==> config.mk <==
export PLATFORM = sky130hd
export DESIGN_NAME = evu_counter_bank
export DESIGN_NICKNAME = d
export VERILOG_FILES = /design/src/rtl/evu_pkg.sv /design/src/rtl/evu_counter_slice.sv /design/src/rtl/evu_counter_bank.sv
export SDC_FILE = /design/constraint.sdc
export NUM_CORES = 1
export LEC_CHECK = 0
export ABC_AREA = 1
export CAP_MARGIN = 15
export CORE_ASPECT_RATIO = 1.2
export CORE_MARGIN = 4
export CORE_UTILIZATION = 35
export CTS_BUF_LIST = sky130_fd_sc_hd__clkbuf_4 sky130_fd_sc_hd__clkbuf_8 sky130_fd_sc_hd__clkbuf_16
export DETAILED_ROUTE_END_ITERATION = 8
export REMOVE_ABC_BUFFERS = 1
export SLEW_MARGIN = 15
export SYNTH_ARGS = -nofsm -noshare
export SYNTH_HDL_FRONTEND = slang
export SYNTH_SLANG_ARGS = --single-unit
==> constraint.sdc <==
create_clock -name clk_i -period 19.13 [get_ports clk_i]
set_input_delay 2.8695 -clock clk_i [delete_from_list [all_inputs] [get_ports clk_i]]
set_output_delay 2.8695 -clock clk_i [all_outputs]
set_load 0.02 [all_outputs]
==> src/rtl/evu_pkg.sv <==
// Shared types and constants for the event-unit counter bank.
// Selector encodings mirror the evu_mux input ordering.
package evu_pkg;

   localparam int EVU_SEL_W = 4;

   typedef enum logic [1:0] {
      EVU_REG_CNT = 2'b00,
      EVU_REG_SEL = 2'b01,
      EVU_REG_INH = 2'b10,
      EVU_REG_OVF = 2'b11
   } evu_csr_region_t;

   // Codes 0 and 1 select no event in the mux.
   localparam logic [EVU_SEL_W-1:0] EVU_SEL_OFF            = 4'h0;
   localparam logic [EVU_SEL_W-1:0] EVU_SEL_NONE           = 4'h1;
   localparam logic [EVU_SEL_W-1:0] EVU_SEL_ICACHE_MISS    = 4'h2;
   localparam logic [EVU_SEL_W-1:0] EVU_SEL_DCACHE_MISS    = 4'h3;
   localparam logic [EVU_SEL_W-1:0] EVU_SEL_BRANCH         = 4'h4;
   localparam logic [EVU_SEL_W-1:0] EVU_SEL_BRANCH_TAKEN   = 4'h5;
   localparam logic [EVU_SEL_W-1:0] EVU_SEL_LOAD           = 4'h6;
   localparam logic [EVU_SEL_W-1:0] EVU_SEL_STORE          = 4'h7;
   localparam logic [EVU_SEL_W-1:0] EVU_SEL_LOAD_USE_STALL = 4'h8;
   localparam logic [EVU_SEL_W-1:0] EVU_SEL_JUMP           = 4'h9;
   localparam logic [EVU_SEL_W-1:0] EVU_SEL_IMISS_STALL    = 4'hA;
   localparam logic [EVU_SEL_W-1:0] EVU_SEL_LSU_STALL      = 4'hB;
   localparam logic [EVU_SEL_W-1:0] EVU_SEL_CTRL_HAZARD    = 4'hC;
   localparam logic [EVU_SEL_W-1:0] EVU_SEL_CSR_STALL      = 4'hD;
   localparam logic [EVU_SEL_W-1:0] EVU_SEL_COMP_INSTR     = 4'hE;
   localparam logic [EVU_SEL_W-1:0] EVU_SEL_IF_EMPTY       = 4'hF;

endpackage

==> src/rtl/evu_counter_slice.sv <==
// One counter/selector pair: counter, selector, post-write blank flag and overflow bit.
// Overflow storage exists only when EVU_OVF_IRQ_EN is defined.
module evu_counter_slice
   import evu_pkg::*;
#(
   parameter int CNT_W = 64
) (
   input  logic                 clk_i,
   input  logic                 rst_i,
   input  logic                 event_i,
   input  logic                 inhibit_i,
   input  logic                 debug_mode_i,
   input  logic                 cnt_we_i,
   input  logic                 sel_we_i,
   input  logic                 ovf_clr_i,
   input  logic [CNT_W-1:0]     wdata_i,
   output logic [CNT_W-1:0]     cnt_o,
   output logic [EVU_SEL_W-1:0] sel_o,
   output logic                 ovf_o
);

   logic [CNT_W-1:0]     cnt_q;
   logic [EVU_SEL_W-1:0] sel_q;
   logic                 blank_q;
   logic                 count_en;

   // The mux output is registered, so the cycle after a selector change still carries the old event.
   assign count_en = event_i & ~inhibit_i & ~debug_mode_i & ~blank_q;

   always_ff @(posedge clk_i or posedge rst_i) begin
      if (rst_i) begin
         cnt_q   <= '0;
         sel_q   <= EVU_SEL_OFF;
         blank_q <= 1'b0;
      end else begin
         blank_q <= sel_we_i;
         if (sel_we_i)
            sel_q <= wdata_i[EVU_SEL_W-1:0];
         if (cnt_we_i)
            cnt_q <= wdata_i;
         else if (count_en)
            cnt_q <= cnt_q + CNT_W'(1);
      end
   end

`ifdef EVU_OVF_IRQ_EN
   logic ovf_q;
   logic wrap;

   // A wrap in the same cycle as a clear of this bit keeps the bit set.
   assign wrap = count_en & ~cnt_we_i & (&cnt_q);

   always_ff @(posedge clk_i or posedge rst_i) begin
      if (rst_i)
         ovf_q <= 1'b0;
      else if (wrap)
         ovf_q <= 1'b1;
      else if (ovf_clr_i)
         ovf_q <= 1'b0;
   end

   assign ovf_o = ovf_q;
`else
   logic unused_ovf_clr;
   assign unused_ovf_clr = ovf_clr_i;
   assign ovf_o          = 1'b0;
`endif

   assign cnt_o = cnt_q;
   assign sel_o = sel_q;

endmodule

==> src/rtl/evu_counter_bank.sv <==
// Event counter bank: CSR decode, one-cycle response register and overflow irq.
// EVU_OVF_IRQ_EN enables overflow status (W1C) and irq_o; otherwise region 11 reads 0 and irq_o is 0.
module evu_counter_bank
   import evu_pkg::*;
#(
   parameter int NR_COUNTERS = 4,
   parameter int CNT_W       = 64
) (
   input  logic                             clk_i,
   input  logic                             rst_i,
   input  logic                             debug_mode_i,
   input  logic [NR_COUNTERS-1:0]           event_i,
   output logic [EVU_SEL_W*NR_COUNTERS-1:0] sel_line_o,
   input  logic                             csr_req_i,
   input  logic                             csr_we_i,
   input  logic [4:0]                       csr_addr_i,
   input  logic [CNT_W-1:0]                 csr_wdata_i,
   output logic                             csr_rvalid_o,
   output logic [CNT_W-1:0]                 csr_rdata_o,
   output logic                             csr_err_o,
   output logic                             irq_o
);

   evu_csr_region_t        region;
   logic [2:0]             idx;
   logic                   idx_ok;
   logic                   acc_err;
   logic                   wr;
   logic [CNT_W-1:0]       rd_data;

   logic [NR_COUNTERS-1:0] inh_q;
   logic [NR_COUNTERS-1:0] cnt_we;
   logic [NR_COUNTERS-1:0] sel_we;
   logic [NR_COUNTERS-1:0] ovf_clr;
   logic [NR_COUNTERS-1:0] ovf;
   logic [CNT_W-1:0]       cnt     [NR_COUNTERS];
   logic [EVU_SEL_W-1:0]   sel     [NR_COUNTERS];

   assign region  = evu_csr_region_t'(csr_addr_i[4:3]);
   assign idx     = csr_addr_i[2:0];
   assign idx_ok  = (32'(idx) < NR_COUNTERS);
   assign acc_err = ((region == EVU_REG_CNT) || (region == EVU_REG_SEL)) && !idx_ok;
   assign wr      = csr_req_i & csr_we_i;

   for (genvar k = 0; k < NR_COUNTERS; k++) begin : g_slice
      assign cnt_we[k]  = wr && (region == EVU_REG_CNT) && (idx == 3'(k));
      assign sel_we[k]  = wr && (region == EVU_REG_SEL) && (idx == 3'(k));
      assign ovf_clr[k] = wr && (region == EVU_REG_OVF) && csr_wdata_i[k];

      evu_counter_slice #(
         .CNT_W (CNT_W)
      ) u_slice (
         .clk_i        (clk_i),
         .rst_i        (rst_i),
         .event_i      (event_i[k]),
         .inhibit_i    (inh_q[k]),
         .debug_mode_i (debug_mode_i),
         .cnt_we_i     (cnt_we[k]),
         .sel_we_i     (sel_we[k]),
         .ovf_clr_i    (ovf_clr[k]),
         .wdata_i      (csr_wdata_i),
         .cnt_o        (cnt[k]),
         .sel_o        (sel[k]),
         .ovf_o        (ovf[k])
      );

      assign sel_line_o[EVU_SEL_W*k +: EVU_SEL_W] = sel[k];
   end

   always_ff @(posedge clk_i or posedge rst_i) begin
      if (rst_i)
         inh_q <= '0;
      else if (wr && (region == EVU_REG_INH))
         inh_q <= csr_wdata_i[NR_COUNTERS-1:0];
   end

   // Reads sample state before this edge's updates, so a concurrent increment is not visible.
   always_comb begin
      rd_data = '0;
      case (region)
         EVU_REG_CNT: begin
            for (int k = 0; k < NR_COUNTERS; k++)
               if (idx == 3'(k)) rd_data = cnt[k];
         end
         EVU_REG_SEL: begin
            for (int k = 0; k < NR_COUNTERS; k++)
               if (idx == 3'(k)) rd_data = CNT_W'(sel[k]);
         end
         EVU_REG_INH: rd_data = CNT_W'(inh_q);
         EVU_REG_OVF: rd_data = CNT_W'(ovf);
         default:     rd_data = '0;
      endcase
   end

   always_ff @(posedge clk_i or posedge rst_i) begin
      if (rst_i) begin
         csr_rvalid_o <= 1'b0;
         csr_rdata_o  <= '0;
         csr_err_o    <= 1'b0;
      end else begin
         csr_rvalid_o <= csr_req_i;
         csr_err_o    <= csr_req_i & acc_err;
         csr_rdata_o  <= (csr_req_i && !csr_we_i && !acc_err) ? rd_data : '0;
      end
   end

`ifdef EVU_OVF_IRQ_EN
   always_ff @(posedge clk_i or posedge rst_i) begin
      if (rst_i)
         irq_o <= 1'b0;
      else
         irq_o <= |ovf;
   end
`else
   assign irq_o = 1'b0;
`endif

endmodule
==> results, run 1 <==
- Hold repair after CTS inserted 0 buffers.
- The kind of end point of the critical path is a flip-flop.
- The post-CTS setup buffer count is 0.
- The filler cell count is 7,515.
- The final cycle utilization of the critical path is a little over a third.
- Measured along the x axis, the die boundary spans 249 um.
- The overflow left after global routing is 0.
- The number of gates resized after CTS was 0.
- The area overhead of the layout relative to synthesis is 15.8%.
- The number of max-cap violations is 0.
- The beginning of the worst register-to-register path is inh_q[2].
- The worst setup slack after placement is around 12 ns.
- The number of enable flip-flop cells after synthesis is 0.
- The count of buffer and inverter cells on the critical path is 3.
- The CTS buffer count is between 40 and 50.
- In this run the vertical extent of the chip is between 200 and 300 um.
- In the final design database the tool counted 3,925 nets.
- Setup violations remaining at the end of the flow were counted as 0.
- Buffers placed on the I/O ports in this run total approximately 160.
- Synthesis produced approximately 3.7k cells.
- Counting along the longest clock path gives a buffer depth of 3.
- The worst-path maximum fanout is 77.
- The normalized max-slew margin is roughly 28%.
- The worst-path cell with the longest stage delay is sky130_fd_sc_hd__inv_2.
- The region available for standard cell placement spans 68,700 um^2.
- The cell repeated most along the worst path is sky130_fd_sc_hd__inv_2.
- The number of failing hold endpoints at the final stage is 0.
- The largest net degree at the start of global routing is 100.
- The cell depth of the worst setup path is 8.
- The number of ports placed on the die boundary is around 160.
- Data on the critical path arrives at its endpoint at slightly above 7 ns.
- The via density per instance is roughly 5.5.
- The initial detailed-routing violation count is between 2k and 3k.
- The most critical setup path has its endpoint at g_slice[3].u_slice.cnt_o[11].
- The CTS clock-pin slew for the worst setup and hold paths is 0.06 ns.
- In the final routed layout, each cell accounts on average for 24.9 um.
- For the pin with the worst max-slew slack, the measured transition is 1.08 ns.
- The run finished with clean final reports.
- By count the netlist is led by sky130_fd_sc_hd__nand2_1 (1,152), sky130_fd_sc_hd__nor2_1 (597), sky130_fd_sc_hd__inv_1 (451).
- The top flip-flop cell by instance count after synthesis is sky130_fd_sc_hd__dfrtp_1.
- The wire-length estimate of the detail-placed layout is between 90,000 and 100,000 um.
- The initial antenna violation count came to 7.
- Once the floorplan was initialized, standard cells occupied a little over a third of the core.
- The peak supply drop is 0.0625 mV.
- The routability congestion estimate is 1.05.
- The H-tree was split into 2 levels.
- In this design, the stage delay of the slowest critical-path cell is 0.89 ns.
- Each instance of the synthesized netlist takes up on average ~6.5 um^2.
- STA puts the critical path data required time at roughly 20 ns.
- For the final database, setup skew stands at 0.0231 ns.
- The number of clock sinks is 346.
- After synthesis, the netlist uses 50 different library cells.
- For the finished layout, the period the worst path requires is a little under 7 ns.
- The count of pins over their slew limit is 0.
- For this run, the register share of the synthesized area comes to ~36%.
- The total number of yosys warnings is 0.
- The mapped netlist covers roughly 24,000 um^2.
- The count of TritonRoute iterations in the first routing pass is 8.
- Walking the worst path, the cells encountered are clkdlybuf4s50_1 -> nand3_4 -> inv_2 -> nand2_4 -> nand2_2 -> inv_2 -> nand3_1 -> o221ai_1.
- The total power per unit cell area is 105 nW/um^2.
- The worst setup path is launched from a primary input.
- The worst hold-check path type is flip-flop to flip-flop.
- In this run the static leakage power is ~12 nW.
- The number of design rule violations left after detail routing is 0.
- The destination of the worst register-to-register timing path is g_slice[2].u_slice.cnt_o[34].
- The post-detailed-route count of antenna-violating nets is 0.
- The die outline area is about 74,000 um^2.
- In the post-route analysis, the smallest setup slack over all paths is around 12 ns.
- Adding up every negative setup slack in the final design gives 0 ns.
- In the final layout, the share of cells above drive strength 1 is roughly 4.7%.
- The share of the synthesized area in the top cell type is between 30% and 40%.
- The beginning of the critical path is csr_addr_i[0].
- The finished cells cover 28,200 um^2.
- TritonCTS built the clock tree.
- The total vias in the final route is about 26k.
- By instance count, the leading cell after synthesis is sky130_fd_sc_hd__nand2_1.
- The cell type with the highest aggregate area in the netlist is sky130_fd_sc_hd__dfrtp_1.
- The worst-case register-to-register setup slack is 16.40 ns.
- The overall global routing resource usage is about 31%.
- The timing-limited maximum frequency is ~0.15 GHz.
- The placed instances occupy a cell area of around 27,000 um^2.
- The floorplan has approximately 110 rows.
- The critical path is of the primary input to flip-flop type.
- Counting cells, the worst reg-to-reg path comes to 7.
- The via count of the first global-routing pass is about 25k.
- Setup repair after global routing left no endpoint under its margin.
- The kind of cell with the highest combined delay along the critical path is simple AND/OR/NAND/NOR gates.
- In this run, synthesis produced a sequential element count of approximately 350.
- The fraction of registers with async set/reset is 100%.
- The first global-routing pass estimated 171,000 um of wire.
- The later pin in the worst-skew pair is clocked with a latency of 0.60 ns.
- The aggregate routed wire length is approximately 120,000 um.
- The cell sitting at the root of the clock tree is a sky130_fd_sc_hd__clkbuf_16.
- Sorting the synthesized cells by area gives the leading types as sky130_fd_sc_hd__dfrtp_1 (36%), sky130_fd_sc_hd__nand2_1 (18%), sky130_fd_sc_hd__nor2_1 (9.2%), sky130_fd_sc_hd__inv_1 (7.0%), sky130_fd_sc_hd__nand3_1 (4.5%).
==> area by class of cell <==
type / instances / area [um^2] / share of cell area, %
Antenna cell: 1 / 2.50 / 0.00888
Timing Repair Buffer: 174 / 1700 / 6.05
Sequential cell: 346 / 8660 / 30.7
Tap cell: 909 / 1140 / 4.04
Clock buffer: 62 / 1320 / 4.69
Clock inverter: 13 / 219 / 0.777
Multi-Input combinational cell: 2807 / 13400 / 47.4
Inverter: 471 / 1780 / 6.30
==> worst min path at each step <==
stage	slack [ns]	endpoint	cells after the start	startpoint
after floorplan	0.47	g_slice[2].u_slice.cnt_o[63]	2	g_slice[2].u_slice.cnt_o[63]
after CTS	0.52	g_slice[3].u_slice.sel_o[1]	2	g_slice[3].u_slice.sel_o[1]
final	0.52	g_slice[1].u_slice.sel_o[0]	2	g_slice[1].u_slice.sel_o[0]
after global placement	0.49	g_slice[1].u_slice.sel_o[0]	2	g_slice[1].u_slice.sel_o[0]
after detailed placement	0.50	g_slice[3].u_slice.sel_o[1]	2	g_slice[3].u_slice.sel_o[1]
after global routing	0.54	g_slice[2].u_slice.cnt_o[63]	2	g_slice[2].u_slice.cnt_o[63]
==> sequential cells by signal, indices dropped and copies added (netlist names) <==
name                     count
g_slice.u_slice.sel_o       16
inh_q                        4
csr_rdata_o                 64
csr_err_o                    1
g_slice.u_slice.blank_q      4
g_slice.u_slice.cnt_o      256
csr_rvalid_o                 1
==> where the power goes <==
part,switching (mW),internal [mW]
clock,0.368,0.549
combinational,0.479,0.288
sequential,0.338,0.928
==> kinds of logic after synthesis <==
| family | after synthesis | synth area share [%] |
|---|---|---|
| simple gates | 2159 | 36.7 |
| other cells | 1 | 0.0154 |
| xor+xnor | 110 | 3.96 |
| fa+ha+maj | 4 | 0.206 |
| compound gates | 533 | 14.0 |
| flops | 346 | 35.6 |
| buf+inv | 584 | 9.57 |
==> cell usage in the layout, fill, tap and decap left out, types with 42 or more instances in the layout <==
| master | n |
|---|---|
| sky130_fd_sc_hd__o21bai_1 | 45 |
| sky130_fd_sc_hd__a221oi_1 | 45 |
| sky130_fd_sc_hd__xor2_1 | 97 |
| sky130_fd_sc_hd__dfrtp_1 | 346 |
| sky130_fd_sc_hd__o21ai_0 | 184 |
| sky130_fd_sc_hd__nor2_1 | 597 |
| sky130_fd_sc_hd__inv_1 | 450 |
| sky130_fd_sc_hd__nand3_1 | 218 |
| sky130_fd_sc_hd__clkbuf_16 | 45 |
| sky130_fd_sc_hd__o22ai_1 | 107 |
| sky130_fd_sc_hd__clkdlybuf4s50_1 | 159 |
| sky130_fd_sc_hd__nand4_1 | 42 |
| sky130_fd_sc_hd__nand2_1 | 1151 |
| sky130_fd_sc_hd__o221ai_1 | 45 |
| sky130_fd_sc_hd__nor3_1 | 66 |
==> stage by stage <==
step	utilization [%]	hold WS, ns	power [mW]	cells
after global routing	41.0	0.542	3.10	4782
after floorplan	-	0.467	1.67	3624
final	41.0	0.517	2.95	4783
after global placement	38.8	0.495	2.00	4707
after detailed placement	38.8	0.504	2.01	4707
after CTS	41.0	0.521	2.93	4782
==> worst min-delay path, stage by stage, from the launching register on <==
cell and delay [ns]:
sky130_fd_sc_hd__dfrtp_1 0.37, sky130_fd_sc_hd__nand2_1 0.05, sky130_fd_sc_hd__o21ai_0 0.06
==> per-layer routing <==
layer	vias up	share of wire, %	GRT usage [%]
met3	303	7.2	3.74
met5	-	0.024	0
met1	12631	39	39.5
met2	1234	46	50.5
li1	12239	-	-
met4	4	7.8	19.7
Power figures use the tool's default switching activity.
==> run 2, diff against run 1 <==
clock period = 6.95 ns   (was 19.13 ns; I/O delays follow)
==> run 2 against run 1 <==
Wire length is 0.57% higher. Sequential share of layout area is 0.11 points higher. Clock skew is 0.0017 ns higher. Critical path depth is 1 higher. Clock-buffer cell count is 2 lower. Hold slack better by 0.0056 ns. Die area stayed put. Non-clock buffer count is 3 higher. First-iteration DRC count is 6.1% lower. Utilization is 0.15 points lower. Largest cell class unchanged. Highest routed layer is now met4.
==> results, run 2 (synthesized netlist as in run 1, its figures left out) <==
- The worst hold-check path type is flip-flop to flip-flop.
- The path with the worst hold slack has its endpoint at g_slice[1].u_slice.sel_o[3].
- Based on the critical path, the design can be clocked at up to 0.254 GHz.
- The startpoint identified for the worst hold timing path is g_slice[1].u_slice.sel_o[3].
- The post-detailed-route count of antenna-violating nets is 0 (unchanged).
- The number of buffers inserted by hold repair at cts was 0 (unchanged).
- The worst clock skew on the final layout came to 0.0247 ns (+0.00167 ns).
- Dividing the final minimum period by the clock period gives 56.7%.
- The switching fraction of total power is 40.8% (+0.64 points).
- The number of cells on the worst hold path is 2 (unchanged).
- The clock share of power is 29.3% (-1.8 points).
- The switching power is 3.23 mW (+170%).
- The CTS buffer count is 42 (-2.3%).
- The number of max-cap violations was 0 (unchanged).
- The post-CTS setup buffer count was 0 (unchanged).
- The post-route worst hold slack came to 0.523 ns (+0.00555 ns).
- The number of failing hold endpoints at the final stage is 0 (unchanged).
- The classification of the worst setup path is primary input to flip-flop.
- The summed negative setup slack over all endpoints is 0 ns (unchanged).
- The routability congestion estimate is 1.04 (-1.4%).
- The sequential share of power came to 44.0% (+1.1 points).
- The floorplan die height is 297 um (unchanged).
- The worst-path maximum fanout is 50 (-35%).
- The leakage power of the design was 12.1 nW (-0.25%).
- The total power per unit cell area is 282 nW/um^2 (+170%).
- The count of antenna diodes in the layout is 0 (-1).
- The wire length of the first global-routing pass is 172,000 um (+0.41%).
- The standard cell core area is 68,700 um^2 (unchanged).
- The final-report setup violation count was 0 (unchanged).
- The worst-case register-to-register setup slack is 4.23 ns (-12.17 ns).
- The clock network latency to the later pin of the worst-skew pair is 0.59 ns (about the same).
- The beginning of the worst register-to-register path is inh_q[2].
- The count of pins over their slew limit was 0 (unchanged).
- The required time at the worst-slack endpoint is 7.44 ns (-12.13 ns).
- The most common cell after layout, fill and taps aside is sky130_fd_sc_hd__nand2_1.
- The initial antenna violation count is 2 (-5).
- The share of total power in combinational logic is 26.8% (+0.8 points).
- The slew at the pin with the worst max-slew slack is 1.11 ns (+0.0333 ns).
- CTS placed an instance of sky130_fd_sc_hd__clkbuf_16 at the clock tree root.
- The placed standard-cell area is 26,700 um^2 (+0.18%).
- The count of cells along the worst register-to-register path is 8 (+1).
- The run finished with clean final reports.
- Setup repair after global routing left no endpoint under its margin.
- The worst path arrival time was 4.43 ns (-2.80 ns).
- The largest net degree at the start of global routing came to 117 (+17%).
- The area overhead of the layout relative to synthesis is 15.4%.
- The end-of-flow core utilization came to 40.9% (-0.15 points).
- The total vias in the final route is 26.3k (-0.38%).
- STA classifies the critical path startpoint as a primary input.
- The count of TritonRoute iterations in the first routing pass is 6 (-2).
- The number of ports placed on the die boundary is 161 (unchanged).
- In the layout the commonest cells are sky130_fd_sc_hd__nand2_1 (1,151), sky130_fd_sc_hd__nor2_1 (597), sky130_fd_sc_hd__inv_1 (450).
- The internal power consumption is 4.68 mW (+170%).
- The number of input and output port buffers inserted is 159 (unchanged).
- The overall global routing resource usage is 31.4% (+0.22 points).
- The via count of the first global-routing pass is 25.7k (+0.94%).
- The maximum count of clock buffers along a single path is 3 (unchanged).
- The starting density of the core is 35.4% (unchanged).
- The average routed wire per standard cell is 25.0 um (+0.55%).
- The H-tree depth reported by CTS was 2 (unchanged).
- The TritonCTS clock tree is done.
- The shortest period the worst path allows is between 3 and 4 ns.
- The normalized max-slew margin is 25.7% (-2.2 points).
- The HPWL after detailed placement is 94,500 um (+0.76%).
- The CTS clock-pin slew for the worst setup and hold paths is 0.06 ns (about the same).
- The number of flip-flops in the largest register is 256 (unchanged).
- The number of design rule violations left after detail routing was 0 (unchanged).
- The overflow left after global routing is 0 (unchanged).
- The die outline area came to 73,800 um^2 (unchanged).
- The aggregate routed wire length is 120,000 um (+0.57%).
- The kind of end point of the critical path is a flip-flop.
- The horizontal die dimension is 249 um (unchanged).
- The final-stage net count is 3,927 (+0.051%).
- The site row count was 105 (unchanged).
- The post-route standard cell area excluding fillers came to 28,100 um^2 (-0.37%).
- The initial detailed-routing violation count is 2,551 (-6.1%).
- The count of instances resized after the clock tree is built came to 0 (unchanged).
- The fraction of final layout cells with drive strength greater than 1 is 4.77% (+0.049 points).
- The number of clock sinks is 346 (unchanged).
- The destination of the worst register-to-register timing path is g_slice[2].u_slice.cnt_o[37].
- The peak supply drop is 0.160 mV (+160%).
- The via density per instance is 5.50 (-0.40%).
## run 2: worst max-delay path, cell delays in order
cell and delay [ns]:
sky130_fd_sc_hd__clkdlybuf4s50_1 0.62, sky130_fd_sc_hd__nor2_2 0.09, sky130_fd_sc_hd__nand2_1 0.47, sky130_fd_sc_hd__inv_2 0.08, sky130_fd_sc_hd__nand2_2 0.39, sky130_fd_sc_hd__nand3_2 0.44, sky130_fd_sc_hd__inv_2 0.94, sky130_fd_sc_hd__o21ai_0 0.21
sky130_fd_sc_hd__o221ai_1 0.13
## run 2: area by class of cell
| class | count | area [um^2] |
|---|---|---|
| Clock inverter | 14 | 133 |
| Sequential cell | 346 | 8660 |
| Multi-Input combinational cell | 2807 | 13400 |
| Fill cell | 7456 | 40600 |
| Timing Repair Buffer | 177 | 1750 |
| Tap cell | 909 | 1140 |
| Clock buffer | 60 | 1260 |
| Inverter | 471 | 1780 |
## run 2: per-stage QoR
stage,cells,total power [mW],worst slack [ns]
final,4784,7.92,3.01
after CTS,4784,7.86,3.05
after floorplan,3624,4.61,-3.69
after detailed placement,4710,5.54,2.42
after global placement,4710,5.50,2.52
after global routing,4784,8.34,2.83
## run 2: worst max-delay path by stage
stage,depth (start not counted),from,end
6_report,9,csr_addr_i[0],g_slice[0].u_slice.cnt_o[8]
5_1_grt,9,csr_addr_i[0],g_slice[0].u_slice.cnt_o[14]
4_1_cts,9,csr_addr_i[0],g_slice[0].u_slice.cnt_o[8]
3_5_place_dp,9,csr_addr_i[0],g_slice[0].u_slice.cnt_o[8]
3_3_place_gp,9,csr_addr_i[1],g_slice[0].u_slice.cnt_o[13]
2_1_floorplan,1,rst_i,csr_err_o
## run 2: power by group through the flow
stage / Sequential (mW) / Combinational, mW / Clock [mW]
after floorplan: 3.13 / 1.48 / 0
after global placement: 3.46 / 2.04 / 0
after detailed placement: 3.46 / 2.08 / 0
after CTS: 3.44 / 2.08 / 2.34
after global routing: 3.55 / 2.38 / 2.41
final: 3.48 / 2.12 / 2.32
## run 2: metal layers
metal | global-route usage, % | share of wire (%) | vias to the layer above
met2 | 51.0 | 46 | 1151
met3 | 4.56 | 6.9 | 267
li1 | - | - | 12259
met1 | 39.0 | 40 | 12634
met5 | 0 | 0 | -
met4 | 20.2 | 7.9 | 0
